$ cat config.mk
export PLATFORM = sky130hd
export DESIGN_NAME = coffee_dispenser_flat
export DESIGN_NICKNAME = d
export VERILOG_FILES = /design/src/rtl/coffee_dispenser_pkg.sv /design/src/rtl/coffee_dispenser_if.sv /design/src/rtl/coffee_dispenser_timer.sv /design/src/rtl/coffee_dispenser.sv /design/src/flat_wrapper.sv
export SDC_FILE = /design/constraint.sdc
export NUM_CORES = 1
export LEC_CHECK = 0
export ABC_AREA = 1
export CAP_MARGIN = 20
export CORE_ASPECT_RATIO = 1.1
export CORE_MARGIN = 10
export CORE_UTILIZATION = 46
export CTS_CLUSTER_SIZE = 30
export DETAILED_ROUTE_END_ITERATION = 16
export PLACE_DENSITY_LB_ADDON = 0.25
export SYNTH_ARGS = -nofsm -noshare
export SYNTH_HDL_FRONTEND = slang
export SYNTH_SLANG_ARGS = --single-unit
export TNS_END_PERCENT = 5
$ cat constraint.sdc
create_clock -name clk -period 1.64 [get_ports clk]
set_input_delay 0.246 -clock clk [delete_from_list [all_inputs] [get_ports clk]]
set_output_delay 0.246 -clock clk [all_outputs]
set_load 0.02 [all_outputs]
$ cat src/rtl/coffee_dispenser_pkg.sv
// Shared definitions for the coffee dispenser and the upstream coin FSM:
// state encodings, coin encodings, default timing and a timer sizing helper.
package coffee_pkg;

    // Dispenser FSM state encodings
    localparam logic [2:0] ST_IDLE     = 3'd0;
    localparam logic [2:0] ST_DROP     = 3'd1;
    localparam logic [2:0] ST_WAIT_CUP = 3'd2;
    localparam logic [2:0] ST_FILL     = 3'd3;
    localparam logic [2:0] ST_DONE     = 3'd4;
    localparam logic [2:0] ST_FAULT    = 3'd5;

    // Coin encodings used by the coin-acceptor FSM
    localparam logic [1:0] COIN_NONE = 2'd0;
    localparam logic [1:0] COIN_10   = 2'd1;
    localparam logic [1:0] COIN_5    = 2'd2;

    // Default timing constants
    localparam int DEF_CUP_CYCLES  = 2;
    localparam int DEF_CUP_TIMEOUT = 16;
    localparam int DEF_FILL_CYCLES = 8;
    localparam int DEF_MAX_PENDING = 3;

    // Width of the pending-grant counter (holds up to 7)
    localparam int PEND_W = 3;

    // Bits needed to hold the largest reload value (phase length minus one)
    function automatic int timer_width(input int a, input int b, input int c);
        int m;
        m = a;
        if (b > m) m = b;
        if (c > m) m = c;
        return (m <= 2) ? 1 : $clog2(m);
    endfunction

endpackage

$ cat src/rtl/coffee_dispenser_if.sv
// Signal bundle between the coin FSM / machine sensors (master side) and the
// dispenser (slave side).
//
// Grant protocol: coffee is a fire-and-forget pulse with no ready/back-pressure.
// Every cycle coffee is high at a rising edge is one purchased coffee; the
// dispenser either queues it (pending increments) or, when the queue is full,
// drops it and raises overflow for one cycle. state is a debug view of the FSM.
interface coffee_dispenser_if;
    import coffee_pkg::*;

    logic              coffee;
    logic              cup_present;
    logic              cup_drop;
    logic              valve_open;
    logic              busy;
    logic              done;
    logic              overflow;
    logic              fault;
    logic [PEND_W-1:0] pending;
    logic [2:0]        state;

    modport master (
        output coffee, cup_present,
        input  cup_drop, valve_open, busy, done, overflow, fault, pending, state
    );

    modport slave (
        input  coffee, cup_present,
        output cup_drop, valve_open, busy, done, overflow, fault, pending, state
    );

endinterface

$ cat src/rtl/coffee_dispenser_timer.sv
// Down-counter shared by the DROP, WAIT_CUP and FILL phases. Loading N-1 and
// counting down to zero keeps the FSM in a phase for exactly N cycles.
module dispense_timer #(
    parameter int WIDTH = 4
) (
    input  logic             clk,
    input  logic             reset,
    input  logic             load,
    input  logic [WIDTH-1:0] load_val,
    input  logic             en,
    output logic             expired
);

    logic [WIDTH-1:0] cnt;

    // Reload on phase entry, otherwise count down and hold at zero
    always_ff @(posedge clk or negedge reset) begin
        if (!reset) begin
            cnt <= '0;
        end else if (load) begin
            cnt <= load_val;
        end else if (en && (cnt != '0)) begin
            cnt <= cnt - 1'b1;
        end
    end

    assign expired = (cnt == '0);

endmodule

$ cat src/rtl/coffee_dispenser.sv
// Brew sequencer downstream of the coin FSM. Queues grant pulses in a
// saturating counter and runs cup drop -> cup sense -> timed fill per grant.
// All outputs are registered decodes of the current state, so actuators move
// one cycle after the FSM decides. Faults latch until reset.
module coffee_dispenser
    import coffee_pkg::*;
#(
    parameter int CUP_CYCLES  = DEF_CUP_CYCLES,
    parameter int CUP_TIMEOUT = DEF_CUP_TIMEOUT,
    parameter int FILL_CYCLES = DEF_FILL_CYCLES,
    parameter int MAX_PENDING = DEF_MAX_PENDING
) (
    input  logic                clk,
    input  logic                reset,
    coffee_dispenser_if.slave   bus
);

    localparam int TW = timer_width(CUP_CYCLES, CUP_TIMEOUT, FILL_CYCLES);
    localparam logic [PEND_W-1:0] MAXP = PEND_W'(MAX_PENDING);

    logic [2:0]        state, next_state;
    logic [PEND_W-1:0] pending;
    logic              overflow_q;
    logic              cup_drop_q, valve_open_q, busy_q, done_q, fault_q;
    logic              tmr_load, tmr_en, tmr_expired;
    logic [TW-1:0]     tmr_val;
    logic              grant, brew_done;

    assign grant     = bus.coffee;
    assign brew_done = (state == ST_DONE);

    dispense_timer #(.WIDTH(TW)) u_timer (
        .clk      (clk),
        .reset    (reset),
        .load     (tmr_load),
        .load_val (tmr_val),
        .en       (tmr_en),
        .expired  (tmr_expired)
    );

    // Next-state and timer control; each phase reloads the timer on entry
    always_comb begin
        next_state = state;
        tmr_load   = 1'b0;
        tmr_val    = '0;
        tmr_en     = 1'b0;
        case (state)
            ST_IDLE: begin
                // A new cup only drops once the previous one has been taken
                if ((pending != '0) && !bus.cup_present) begin
                    next_state = ST_DROP;
                    tmr_load   = 1'b1;
                    tmr_val    = TW'(CUP_CYCLES - 1);
                end
            end
            ST_DROP: begin
                if (tmr_expired) begin
                    next_state = ST_WAIT_CUP;
                    tmr_load   = 1'b1;
                    tmr_val    = TW'(CUP_TIMEOUT - 1);
                end else begin
                    tmr_en = 1'b1;
                end
            end
            ST_WAIT_CUP: begin
                if (bus.cup_present) begin
                    next_state = ST_FILL;
                    tmr_load   = 1'b1;
                    tmr_val    = TW'(FILL_CYCLES - 1);
                end else if (tmr_expired) begin
                    next_state = ST_FAULT;
                end else begin
                    tmr_en = 1'b1;
                end
            end
            ST_FILL: begin
                if (!bus.cup_present) begin
                    next_state = ST_FAULT;
                end else if (tmr_expired) begin
                    next_state = ST_DONE;
                end else begin
                    tmr_en = 1'b1;
                end
            end
            ST_DONE:  next_state = ST_IDLE;
            ST_FAULT: next_state = ST_FAULT;
            default:  next_state = ST_FAULT;
        endcase
    end

    // FSM state register
    always_ff @(posedge clk or negedge reset) begin
        if (!reset) state <= ST_IDLE;
        else        state <= next_state;
    end

    // Saturating grant queue; a grant arriving with a completion nets to zero
    always_ff @(posedge clk or negedge reset) begin
        if (!reset) begin
            pending    <= '0;
            overflow_q <= 1'b0;
        end else begin
            overflow_q <= 1'b0;
            if (grant && !brew_done) begin
                if (pending >= MAXP) overflow_q <= 1'b1;
                else                 pending    <= pending + 1'b1;
            end else if (!grant && brew_done && (pending != '0)) begin
                pending <= pending - 1'b1;
            end
        end
    end

    // Registered Moore outputs; the valve also closes as soon as the cup is gone
    always_ff @(posedge clk or negedge reset) begin
        if (!reset) begin
            cup_drop_q   <= 1'b0;
            valve_open_q <= 1'b0;
            busy_q       <= 1'b0;
            done_q       <= 1'b0;
            fault_q      <= 1'b0;
        end else begin
            cup_drop_q   <= (state == ST_DROP);
            valve_open_q <= (state == ST_FILL) && bus.cup_present;
            busy_q       <= (state != ST_IDLE);
            done_q       <= (state == ST_DONE);
            fault_q      <= (state == ST_FAULT);
        end
    end

    assign bus.cup_drop   = cup_drop_q;
    assign bus.valve_open = valve_open_q;
    assign bus.busy       = busy_q;
    assign bus.done       = done_q;
    assign bus.overflow   = overflow_q;
    assign bus.fault      = fault_q;
    assign bus.pending    = pending;
    assign bus.state      = state;

endmodule

$ cat src/flat_wrapper.sv
// flat-port wrapper written by rule: the top's interface ports become plain ports
module coffee_dispenser_flat import coffee_pkg::*;
#(
    parameter int CUP_CYCLES  = DEF_CUP_CYCLES,
    parameter int CUP_TIMEOUT = DEF_CUP_TIMEOUT,
    parameter int FILL_CYCLES = DEF_FILL_CYCLES,
    parameter int MAX_PENDING = DEF_MAX_PENDING
)
  (clk, reset, bus_coffee, bus_cup_present, bus_cup_drop, bus_valve_open, bus_busy, bus_done, bus_overflow, bus_fault, bus_pending, bus_state);
  coffee_dispenser_if bus_i ();
  input  logic clk;
  input  logic reset;
  input wire logic [$bits(bus_i.coffee)-1:0] bus_coffee;
  input wire logic [$bits(bus_i.cup_present)-1:0] bus_cup_present;
  output wire logic [$bits(bus_i.cup_drop)-1:0] bus_cup_drop;
  output wire logic [$bits(bus_i.valve_open)-1:0] bus_valve_open;
  output wire logic [$bits(bus_i.busy)-1:0] bus_busy;
  output wire logic [$bits(bus_i.done)-1:0] bus_done;
  output wire logic [$bits(bus_i.overflow)-1:0] bus_overflow;
  output wire logic [$bits(bus_i.fault)-1:0] bus_fault;
  output wire logic [$bits(bus_i.pending)-1:0] bus_pending;
  output wire logic [$bits(bus_i.state)-1:0] bus_state;
  assign bus_i.coffee = bus_coffee;
  assign bus_i.cup_present = bus_cup_present;
  assign bus_cup_drop = bus_i.cup_drop;
  assign bus_valve_open = bus_i.valve_open;
  assign bus_busy = bus_i.busy;
  assign bus_done = bus_i.done;
  assign bus_overflow = bus_i.overflow;
  assign bus_fault = bus_i.fault;
  assign bus_pending = bus_i.pending;
  assign bus_state = bus_i.state;
  coffee_dispenser #(.CUP_CYCLES(CUP_CYCLES), .CUP_TIMEOUT(CUP_TIMEOUT), .FILL_CYCLES(FILL_CYCLES), .MAX_PENDING(MAX_PENDING)) u_core (.clk(clk), .reset(reset), .bus(bus_i));
endmodule
Word-level counts from Yosys, hierarchy flattened
Cells that the tools add are included.
- flip-flop bits (word level): 16
- input bits: 4
- output and inout port bits: 12
- logic and storage cells: 67
- add/sub/neg operators: 3
- order comparisons: 1
- eq/ne operators: 10
- mux-type cells: 26
- reduce and logical (&&, ||, !) cells: 18
- operator list (kind ; number):
    $mux 3 ; 10
    $pmux 3 s5 ; 1
    $mux 4 ; 3
    $pmux 4 s3 ; 1
    $mux 1 ; 9
    $eq 3x2->1 const B ; 2
    $eq 3x3->1 const B ; 2
    $logic_and 1x1->1 ; 6
    $ne 3x2->1 const B ; 2
    $pmux 1 s3 ; 2
    $reduce_bool 3->1 ; 2
    $logic_not 4->1 ; 1
    $ne 2x1->1 const B ; 2
    $reduce_and 4->1 ; 1
    $reduce_bool 2->1 ; 2
    $reduce_bool 4->1 ; 1
    $sub 4x1->4 const B ; 1
    $add 3x1->3 const B ; 1
    $eq 3x1->1 const B ; 1
    $ge 3x2->1 const B ; 1
    $logic_not 1->1 ; 3
    $logic_not 3->1 ; 1
    $sub 3x1->3 const B ; 1
    $ne 2x2->1 const B ; 1
    $reduce_and 2->1 ; 1

Depth between registers and ports, before layout
Gate-level depths: netlist of the first run.
- word-level depth: 7
- gate-level depth with buffers: 10
- mapped depth without buffers: 10

Cells and area by module
Synthesis of the first run repeated with hierarchy kept, for this count alone.
- cell total of the unflattened synthesis: 123
- area, all modules: 904.6 µm²
- modules (own cells, without submodules) (module ; instances ; cells an instance ; area each (µm²) ; seq. area each (µm²)):
    coffee_dispenser ; 1 ; 77 ; 609.3 ; 300.3
    dispense_timer ; 1 ; 46 ; 295.3 ; 100.1

Least setup slack after synthesis of the first run
Ideal clock, no wire load.
- kind: flip-flop to flip-flop
- start: register u_core.state[1], in the netlist u_core.bus.state[1]
- end: register u_core.pending[2], in the netlist u_core.bus.pending[2]
- library setup time: 0.117 ns
- arrival: 1.675 ns
- required time: 1.523 ns
- path slack: -0.152 ns
- cell stages (with the launch flop): 10
- buffers on the path: 0
- clock period less this slack: 1.792 ns
- cells stage by stage: dfrtp_1 -> inv_1 -> nand3_1 -> nand2_2 -> fa_1 -> nand3b_1 -> nand2_1 -> inv_1 -> nand3b_1 -> nand2_1
- longest elaborated chain between the ends: 5
- elaborated cells on any way between the ends: 9
- those cells by class: eq/ne (2); mux (1); reduce/logical (6)
- RTL lines (element ; RTL line ; text):
    from (decl) ; coffee_dispenser.sv:21 ; logic [2:0] state, next_state;
    from (signal assigned) ; coffee_dispenser.sv:94 ; else state <= next_state;
    $eq 3x3->1 (*) ; coffee_dispenser.sv:30 ; assign brew_done = (state == ST_DONE);
    $logic_not 1->1 / $logic_and 1x1->1 (equally long branches) ; coffee_dispenser.sv:104, coffee_dispenser.sv:107 ;
    $logic_and 1x1->1, on equally long branches ; coffee_dispenser.sv:104, coffee_dispenser.sv:107 ;
    $ne 2x2->1 (no source line) / $reduce_bool 2->1 (equally long branches) ; n/a ;
    $reduce_and 2->1 (no source line) ; n/a ;
    to (signal assigned) ; coffee_dispenser.sv:106 ; else pending <= pending + 1'b1;
    to (signal assigned) ; coffee_dispenser.sv:108 ; pending <= pending - 1'b1;
    to (decl) ; coffee_dispenser.sv:22 ; logic [PEND_W-1:0] pending;
Mark *: on every way between the ends. The rest lies on a longest branch, timed or not.
A chain may end at the register's enable or synchronous reset.

Final worst setup path of the first run
- start: register u_core.pending[1], in the netlist u_core.bus.pending[1]
- end: output port bus_pending[1]
- RTL lines (element ; RTL line ; text):
    to (decl) ; flat_wrapper.sv:21 ; output wire logic [$bits(bus_i.pending)-1:0] bus_pending;
No word-level cell between the ends.

==> results of run 1 <==
-- layer usage --
layer,wire (µm),vias up
met5,0,-
met4,40,0
met3,103,5
met2,915,19
met1,864,389
li1,-,424
-- registers in the layout, summed over array words and instances (netlist names) --
signal	count
u_core.bus.pending	3
u_core.bus.cup_drop	1
u_core.bus.fault	1
u_core.bus.overflow	1
u_core.bus.state	3
u_core.u_timer.cnt	4
u_core.bus.valve_open	1
u_core.bus.busy	1
u_core.bus.done	1
-- cell families after synthesis --
family	Yosys count	synth area share
and+or+nand+nor	73	0.400
DFF	16	0.438
adders and majority gates	2	0.0356
xor gates and xnor gates	2	0.0192
AOI/OAI and AO/OA	9	0.0493
buffers and inverters	14	0.0575
-- final cells by class --
class / instances / area (µm²) / share of cell area
clock buffer: 4 / 26.3 / 0.0220
sequential: 16 / 403 / 0.337
inverter: 14 / 52.6 / 0.0439
multi-input combinational: 86 / 468 / 0.391
timing repair buffer: 24 / 213 / 0.178
tap: 27 / 33.8 / 0.0282
-- power by group through the flow --
stage / clock [mW] / sequential [mW] / combinational (mW)
final: 0.218 / 0.682 / 1.54
after global routing: 0.237 / 0.705 / 1.74
after CTS: 0.224 / 0.685 / 1.55
after global placement: 0 / 0.690 / 1.52
after floorplan: 0 / 0.846 / 0.907
after detailed placement: 0 / 0.693 / 1.57
-- cells in the final DEF (no fill, tap or decap) --
cell type        netlist  routed
nor3_1                 1       1
fa_1                   1       1
o21ai_0                6       6
nor2_1                13      13
nand2_4                1       1
a21oi_1                3       3
nand2_1               31      30
nand2_2                6       7
dfrtp_2                0       2
ha_1                   1       1
nand3_1               13      12
inv_2                  4       4
xnor2_1                1       1
inv_1                 10      10
dfrtp_1               16      14
nand3_2                1       2
nor2_4                 2       2
clkbuf_4               0       3
clkbuf_1               0       1
nand3b_1               3       3
nor2_8                 1       1
nor2_2                 1       1
buf_4                  0       9
clkdlybuf4s50_1        0      11
xor2_1                 1       1
dlygate4sd2_1          0       4
-- worst min-delay path by stage --
| stage | from | to | slack, ps | cells after the start |
|---|---|---|---|---|
| 2_1_floorplan | reset | u_core.bus.busy | -50 | 0 |
| 3_3_place_gp | u_core.u_timer.cnt[0] | u_core.u_timer.cnt[0] | 520 | 2 |
| 3_5_place_dp | u_core.u_timer.cnt[0] | u_core.u_timer.cnt[0] | 520 | 2 |
| 4_1_cts | reset | u_core.bus.done | 280 | 2 |
| 5_1_grt | reset | u_core.bus.done | 280 | 2 |
| 6_report | reset | u_core.bus.overflow | 270 | 2 |
-- per-stage QoR --
step / setup slack [ps] / util
detailed placement: -56.2 / 0.637
finish: 66.1 / 0.649
global route: 12.4 / 0.649
floorplan: 26.1 / -
CTS: 52.6 / 0.648
global placement: -28.5 / 0.637
-- timing repair --
item | in CTS | in global routing
resized for setup | 4 | 1
hold endpoints to repair | 0 | 0
setup endpoints to repair | 4 | 1
==> impl_metrics.toml, run 1 <==
[setup_path]
r2r_cells = 9
cp_cell_sequence = "clkdlybuf4s50_1"
cp_slowest_stage_delay_ps = 630
required_ps = 1390
path_delay_family = "buffers and inverters"
r2r-start = "u_core.bus.state[0]"
critPathKind = "reg -> out"
crit_buf_inv = 1
rrSetupSlack_ps = 160
cp.depth = 1
cp-start-kind = "register"
arrival_ps = 1330
rr_endpoint = "u_core.bus.pending[2]"
endpoint_kind = "primary output"
cp_max_fo = 4
crit_end = "bus_pending[1]"
cpMaxStageDelayCell = "clkdlybuf4s50_1"
setup.worst_path.start = "u_core.bus.pending[1]"

[pwr]
p_comb_frac = 0.631
total_power_mw = 2.44
pwr-share-clk = 0.089
switching_share = 0.476
pwr-share-seq = 0.280
switchingPower_mw = 1.16
intPower_mw = 1.28
p_leak_nw = 0.622
power_density_nw_per_um2 = 2040
ir_worst_vdd_mv = 1.10

[grt]
grt_usage = 0.0964
use_met3 = 0.0234
top_usage_layer = "met2"
grt_antenna_before_repair = 0
grtUsageMet1 = 0.104
grt_overflow = 0
grt_max_degree = 17
use_met2 = 0.173
grt_pass1_vias = 786
grt_pass1_wl_um = 3310

[placement]
place_area_um2 = 1170
dp.cells = 167
numPortBuffers = 15
dp_hpwl_um = 1520
gp_congestion = 0.812

[finish]
drive_gt1_frac = 0.222
diodes = 0
finalInstanceArea_um2 = 1200
fin_cells = 171
area_growth_pct = 31.0
fillers = 176
nNetsFinal = 151

[floorplanning]
die_area_um2 = 4170
fp-row-count = 16
ios = 16
die_h_um = 66.7
initial_utilization = 0.496
design.core.area_um2 = 1840
die_x_um = 62.5

[timing]
min_period_ps = 1570
max_slew_margin = 0.819
setup-tns-final_ps = 0
whs_ps = 270
timing.fmax_mhz = 635
worst_slew_pin_slew_ps = 270
finalHoldViolations = 0
fin_worst_skew_ps = 6.10
slew_violations = 0
finalCritPeriodShare = 0.960
setup_viol_count_final = 0
rsz0062_at_grt = "false"

[clock_network]
root_buffer = "clkbuf_4"
clock_latency_ps = 290
clkTransAtPathRegs_ps = 90
cts_tree = "done"
cts_setup_buffers = 0
htreeDepth = 1
clockBufferDepth = 2
cts_hold_buffers = 0
cts_buffers = 3
cts_num_sinks = 16

[drt]
firstDrtPassIters = 4
dr_total_vias = 837
ant_nets = 0
routed_wirelength_um = 1920
detail_route.iter0.violations = 37
wl_per_cell_um = 11.2
drc = 0
via_per_inst = 4.89

[run]
drv_cap = 0

[synthesis]
synth_seq_area_share = 0.438
synth-edff-count = 0
synth_top_flop_cell = "dfrtp_1"
synth_nets = 122
avgSynthCellArea_um2 = 7.87
synth_area_leaders = "dfrtp_1, nand2_1, nand3_1"
yosys.area.top_type_share = 0.438
synth_common_cells = "nand2_1, dfrtp_1, nand3_1, nor2_1, inv_1"
yosys.area.top_type = "dfrtp_1"
yosysUniqueCellTypes = 20
async_reset_ff_frac = 1.00
synth_warnings = 0
ys_ff_latch = 16
yosysMostFrequentCell = "nand2_1"
syn_area_um2 = 913
synth_cells = 116

[outcome]
status = "finished clean"

[min_path]
hold_class = "in -> async"
Note: power is estimated with default switching activity, not from simulation.
==> run 2: changes to the inputs <==
--- a/config.mk
+++ b/config.mk
@@ -7,9 +7,11 @@
 export LEC_CHECK = 0
 export ABC_AREA = 1
 export CAP_MARGIN = 20
+export CELL_PAD_IN_SITES_DETAIL_PLACEMENT = 0
+export CELL_PAD_IN_SITES_GLOBAL_PLACEMENT = 2
 export CORE_ASPECT_RATIO = 1.1
 export CORE_MARGIN = 10
-export CORE_UTILIZATION = 46
+export CORE_UTILIZATION = 26
 export CTS_CLUSTER_SIZE = 30
 export DETAILED_ROUTE_END_ITERATION = 16
 export PLACE_DENSITY_LB_ADDON = 0.25
==> impl_metrics.toml, run 2 (synthesis results as in run 1) <==
[finish]
nNetsFinal = 151
fillers = 375
layout_commonest_cell = "nand2_1"
finalInstanceArea_um2 = 1240
multi_input_area_um2 = 470
largest_reg_flops = 4
reg.largest.list = "u_core.u_timer.cnt: 4 flops, u_core.bus.pending: 3 flops, u_core.bus.state: 3 flops"
drive_gt1_frac = 0.236
area_growth_pct = 35.3
seq_area_um2 = 403
regMostFlops = "u_core.u_timer.cnt"
final_cell_mix = "nand2_1, dfrtp_1, nand3_1, nor2_1, inv_1"
diodes = 0

[setup_path]
critPathKind = "reg -> out"
crit_buf_inv = 1
path_delay_family = "buffers and inverters"
cpMaxStageDelayCell = "clkdlybuf4s50_1"
cp_cell_sequence = "clkdlybuf4s50_1"
required_ps = 1390
arrival_ps = 1250
cp_max_fo = 1
cp_slowest_stage_delay_ps = 610
cp-start-kind = "register"
endpoint_kind = "primary output"

[pwr]
ir_worst_vdd_mv = 0.768
power_density_nw_per_um2 = 2030
p_leak_nw = 0.643

[timing]
max_slew_margin = 0.844
slew_violations = 0
worst_slew_pin_slew_ps = 232
finalHoldViolations = 0
setup_viol_count_final = 0
rsz0062_at_grt = "true"
finalCritPeriodShare = 0.911
timing.fmax_mhz = 670
whs_ps = 257
min_period_ps = 1490
fin_worst_skew_ps = 7.56

[placement]
gp_congestion = 0.839
dp_hpwl_um = 1740
numPortBuffers = 15
place_area_um2 = 1190

[clock_network]
cts_num_sinks = 16
clock_latency_ps = 300
clockBufferDepth = 2
root_buffer = "clkbuf_4"
cts_buffers = 3
htreeDepth = 1
cts_hold_buffers = 0
cts_tree = "done"
clkTransAtPathRegs_ps = 110

[outcome]
status = "finished clean"

[floorplanning]
die_x_um = 76.5
design.core.area_um2 = 3360
ios = 16
initial_utilization = 0.272
fp-row-count = 22
die_h_um = 82.2
die_area_um2 = 6290

[drt]
routed_wirelength_um = 2210
drc = 0
wl_per_cell_um = 11.5
dr_total_vias = 811
detail_route.iter0.violations = 36
firstDrtPassIters = 4
via_per_inst = 4.22
ant_nets = 0

[grt]
grt_usage = 0.0826
grt_pass1_wl_um = 4220
grt_pass1_vias = 901
grt_max_degree = 17
grt_overflow = 0
grt_antenna_before_repair = 0

[min_path]
hold_class = "in -> async"

[run]
drv_cap = 0
run 2: cell count changes in the layout (fill, tap and decap cells not counted), sizes merged:
cell           before  now
dlygate4sd2         4    5
dlymetal6s2s        0    1
clkdlybuf4s50      11    9
run 2: layout make-up:
cell class | count | area share
inverters | 14 | 0.0425
repair buffers | 24 | 0.173
flip-flops and latches | 16 | 0.326
well taps | 48 | 0.0486
clock buffers | 4 | 0.0294
multi-input cells | 86 | 0.381
run 2: report_power, final:
| part | internal [mW] | leakage (nW) | switching, mW |
|---|---|---|---|
| sequential | 0.564 | 0.200 | 0.122 |
| combinational | 0.619 | 0.421 | 0.925 |
| clock | 0.135 | 0.0210 | 0.144 |
| total | 1.32 | 0.643 | 1.19 |
run 2: routing by layer:
metal / global-route usage / share of wire / up-vias / routed length, µm
met5: 0 / 0 / - / 0
met4: 0.0335 / 0.017 / 0 / 37
met3: 0.0227 / 0.048 / 5 / 106
met2: 0.137 / 0.45 / 16 / 1000
met1: 0.101 / 0.48 / 369 / 1060
li1: - / - / 421 / -
run 2: path summary, 6_finish.rpt:
path	from	endpoint	slack, ps	depth (start not counted)
max in group asynchronous	reset	u_core.bus.state[0]	1170	2
setup / recovery	u_core.bus.valve_open	bus_valve_open	150	1
setup reg to reg	u_core.bus.state[1]	u_core.bus.pending[2]	170	9
hold reg to reg	u_core.u_timer.cnt[1]	u_core.u_timer.cnt[1]	550	2
hold / removal	reset	u_core.bus.pending[2]	260	2
min in group clk	u_core.u_timer.cnt[1]	u_core.u_timer.cnt[1]	550	2
run 2: what timing repair did:
action,in CTS,in global routing
resized for setup,5,3
setup buffers,0,1
pin swaps,0,1
setup endpoints to repair,5,6
gates cloned,0,0
run 2: per-stage QoR:
| stage | power, mW | util | std cells | setup TNS (ps) | setup slack (ps) |
|---|---|---|---|---|---|
| 3_3_place_gp | 2.28 | 0.355 | 187 | -32.6 | -32.6 |
| 4_1_cts | 2.54 | 0.364 | 191 | 0 | 16.8 |
| 3_5_place_dp | 2.29 | 0.355 | 187 | -59.7 | -59.7 |
| 5_1_grt | 2.83 | 0.368 | 192 | -9.18 | -9.18 |
| 2_1_floorplan | 1.75 | - | 116 | 0 | 26.1 |
| 6_report | 2.51 | 0.368 | 192 | 0 | 147 |
==> run 3: changes to the inputs <==
--- a/config.mk
+++ b/config.mk
@@ -10,7 +10,7 @@
 export CELL_PAD_IN_SITES_DETAIL_PLACEMENT = 0
 export CELL_PAD_IN_SITES_GLOBAL_PLACEMENT = 2
 export CORE_ASPECT_RATIO = 1.1
-export CORE_MARGIN = 10
+export CORE_MARGIN = 1
 export CORE_UTILIZATION = 26
 export CTS_CLUSTER_SIZE = 30
 export DETAILED_ROUTE_END_ITERATION = 16
==> impl_metrics.toml, run 3 (synthesis results as in run 1) <==
[pwr]
switching_share = 0.471
switchingPower_mw = 1.18
pwr-share-clk = 0.109
power_density_nw_per_um2 = 2020
pwr-share-seq = 0.277
p_comb_frac = 0.614
p_leak_nw = 0.654
ir_worst_vdd_mv = 0.729
intPower_mw = 1.32

[drt]
via_per_inst = 4.25
routed_wirelength_um = 2050
drc = 0
wl_per_cell_um = 10.7
dr_total_vias = 812
firstDrtPassIters = 4
detail_route.iter0.violations = 35
ant_nets = 0

[floorplanning]
die_area_um2 = 3750
initial_utilization = 0.272
fp-row-count = 22
ios = 16
die_x_um = 58.5
die_h_um = 64.2
design.core.area_um2 = 3360

[placement]
dp.cells = 187
dp_hpwl_um = 1570
gp_congestion = 0.792
numPortBuffers = 15
pre_cts_ws_ps = -98.2

[grt]
grt_usage = 0.131
grt_max_degree = 17
grt_antenna_before_repair = 0
grt_overflow = 0
grt_pass1_wl_um = 3730
grt_pass1_vias = 826

[setup_path]
arrival_ps = 1700
required_ps = 1840
r2r_cells = 9
critPathKind = "reg -> reg"
endpoint_kind = "register"
cp-start-kind = "register"
cp_max_fo = 3

[clock_network]
cts_num_sinks = 16
cts_tree = "done"
clkTransAtPathRegs_ps = 100
root_buffer = "clkbuf_4"
htreeDepth = 1
cts_hold_buffers = 0
clockBufferDepth = 2
clock_latency_ps = 290
cts_setup_buffers = 0
cts_buffers = 3

[finish]
area_growth_pct = 35.5
fillers = 373
seq_area_um2 = 404
nNetsFinal = 150
final_cell_mix = "nand2_1, dfrtp_1, nand3_1, nor2_1, inv_1"
multi_input_area_um2 = 470
regMostFlops = "u_core.u_timer.cnt"
largest_reg_flops = 4
reg.largest.list = "u_core.u_timer.cnt: 4 flops, u_core.bus.pending: 3 flops, u_core.bus.state: 3 flops"
fin_cells = 191
diodes = 0
layout_commonest_cell = "nand2_1"
drive_gt1_frac = 0.238

[timing]
finalHoldViolations = 0
timing.fmax_mhz = 668
min_period_ps = 1500
rsz0062_at_grt = "false"
finalCritPeriodShare = 0.913
slew_violations = 0
postLayoutSetupSlackWorst_ps = 143
setup_viol_count_final = 0
worst_slew_pin_slew_ps = 229
fin_worst_skew_ps = 5.34
max_slew_margin = 0.847

[min_path]
hold_class = "in -> async"

[run]
drv_cap = 0

[outcome]
status = "finished clean"
## run 3: changes by cell type in the layout (fill, tap and decap cells not counted), sizes merged
cell,previous run,this run
buf,9,8
dlygate4sd2,5,3
dlymetal6s2s,1,3
## run 3: worst paths after layout
kind / slack, ps / from / to
max: 140 / u_core.bus.state[1] / u_core.bus.pending[2]
min: 270 / reset / u_core.u_timer.cnt[2]
max reg2reg: 140 / u_core.bus.state[1] / u_core.bus.pending[2]
min reg2reg: 540 / u_core.bus.pending[0] / u_core.bus.pending[0]
max in group asynchronous: 1170 / reset / u_core.bus.state[1]
min in group clk: 540 / u_core.bus.pending[0] / u_core.bus.pending[0]
## run 3: timing repair
| action | CTS | global route |
|---|---|---|
| hold endpoints to repair | 0 | 0 |
| resized for setup | 4 | 5 |
| setup endpoints to repair | 4 | 7 |
## run 3: critical path, stage by stage (launching register included)
cell and delay [ps]:
dfrtp_2 370, inv_1 80, nand3_2 100, nand2_2 60, fa_1 380, nand3b_1 170
nand2_1 70, inv_1 50, nand3b_1 80, nand2_1 50
## run 3: through the flow
step	hold slack (ps)	cell area (µm²)	util	total power, mW	TNS, ps
6_report	266	1240	0.368	2.50	0
5_1_grt	296	1240	0.368	2.77	0
4_1_cts	270	1220	0.365	2.54	0
3_5_place_dp	532	1190	0.355	2.27	-98.2
3_3_place_gp	517	1190	0.355	2.26	-34.8
2_1_floorplan	-49.6	921	-	1.75	0
## run 3: cell type report
| cell class | count | area share |
|---|---|---|
| Multi-Input combinational cell | 86 | 0.380 |
| Sequential cell | 16 | 0.327 |
| Tap cell | 48 | 0.0485 |
| Inverter | 14 | 0.0425 |
| Clock buffer | 4 | 0.0293 |
| Timing Repair Buffer | 23 | 0.173 |
## run 3: power groups by stage
| stage | Combinational, mW | Sequential, mW | Clock, mW |
|---|---|---|---|
| 2_1_floorplan | 0.907 | 0.846 | 0 |
| 3_3_place_gp | 1.56 | 0.700 | 0 |
| 3_5_place_dp | 1.57 | 0.702 | 0 |
| 4_1_cts | 1.56 | 0.696 | 0.287 |
| 5_1_grt | 1.75 | 0.715 | 0.303 |
| 6_report | 1.53 | 0.691 | 0.273 |
## run 3: per-layer routing
metal  vias up  wire, µm  global-route usage
li1        421         -                   -
met1       368       960               0.159
met2        18       980               0.224
met3         5        63              0.0182
met4         0        44              0.0625
met5         -         0                   0
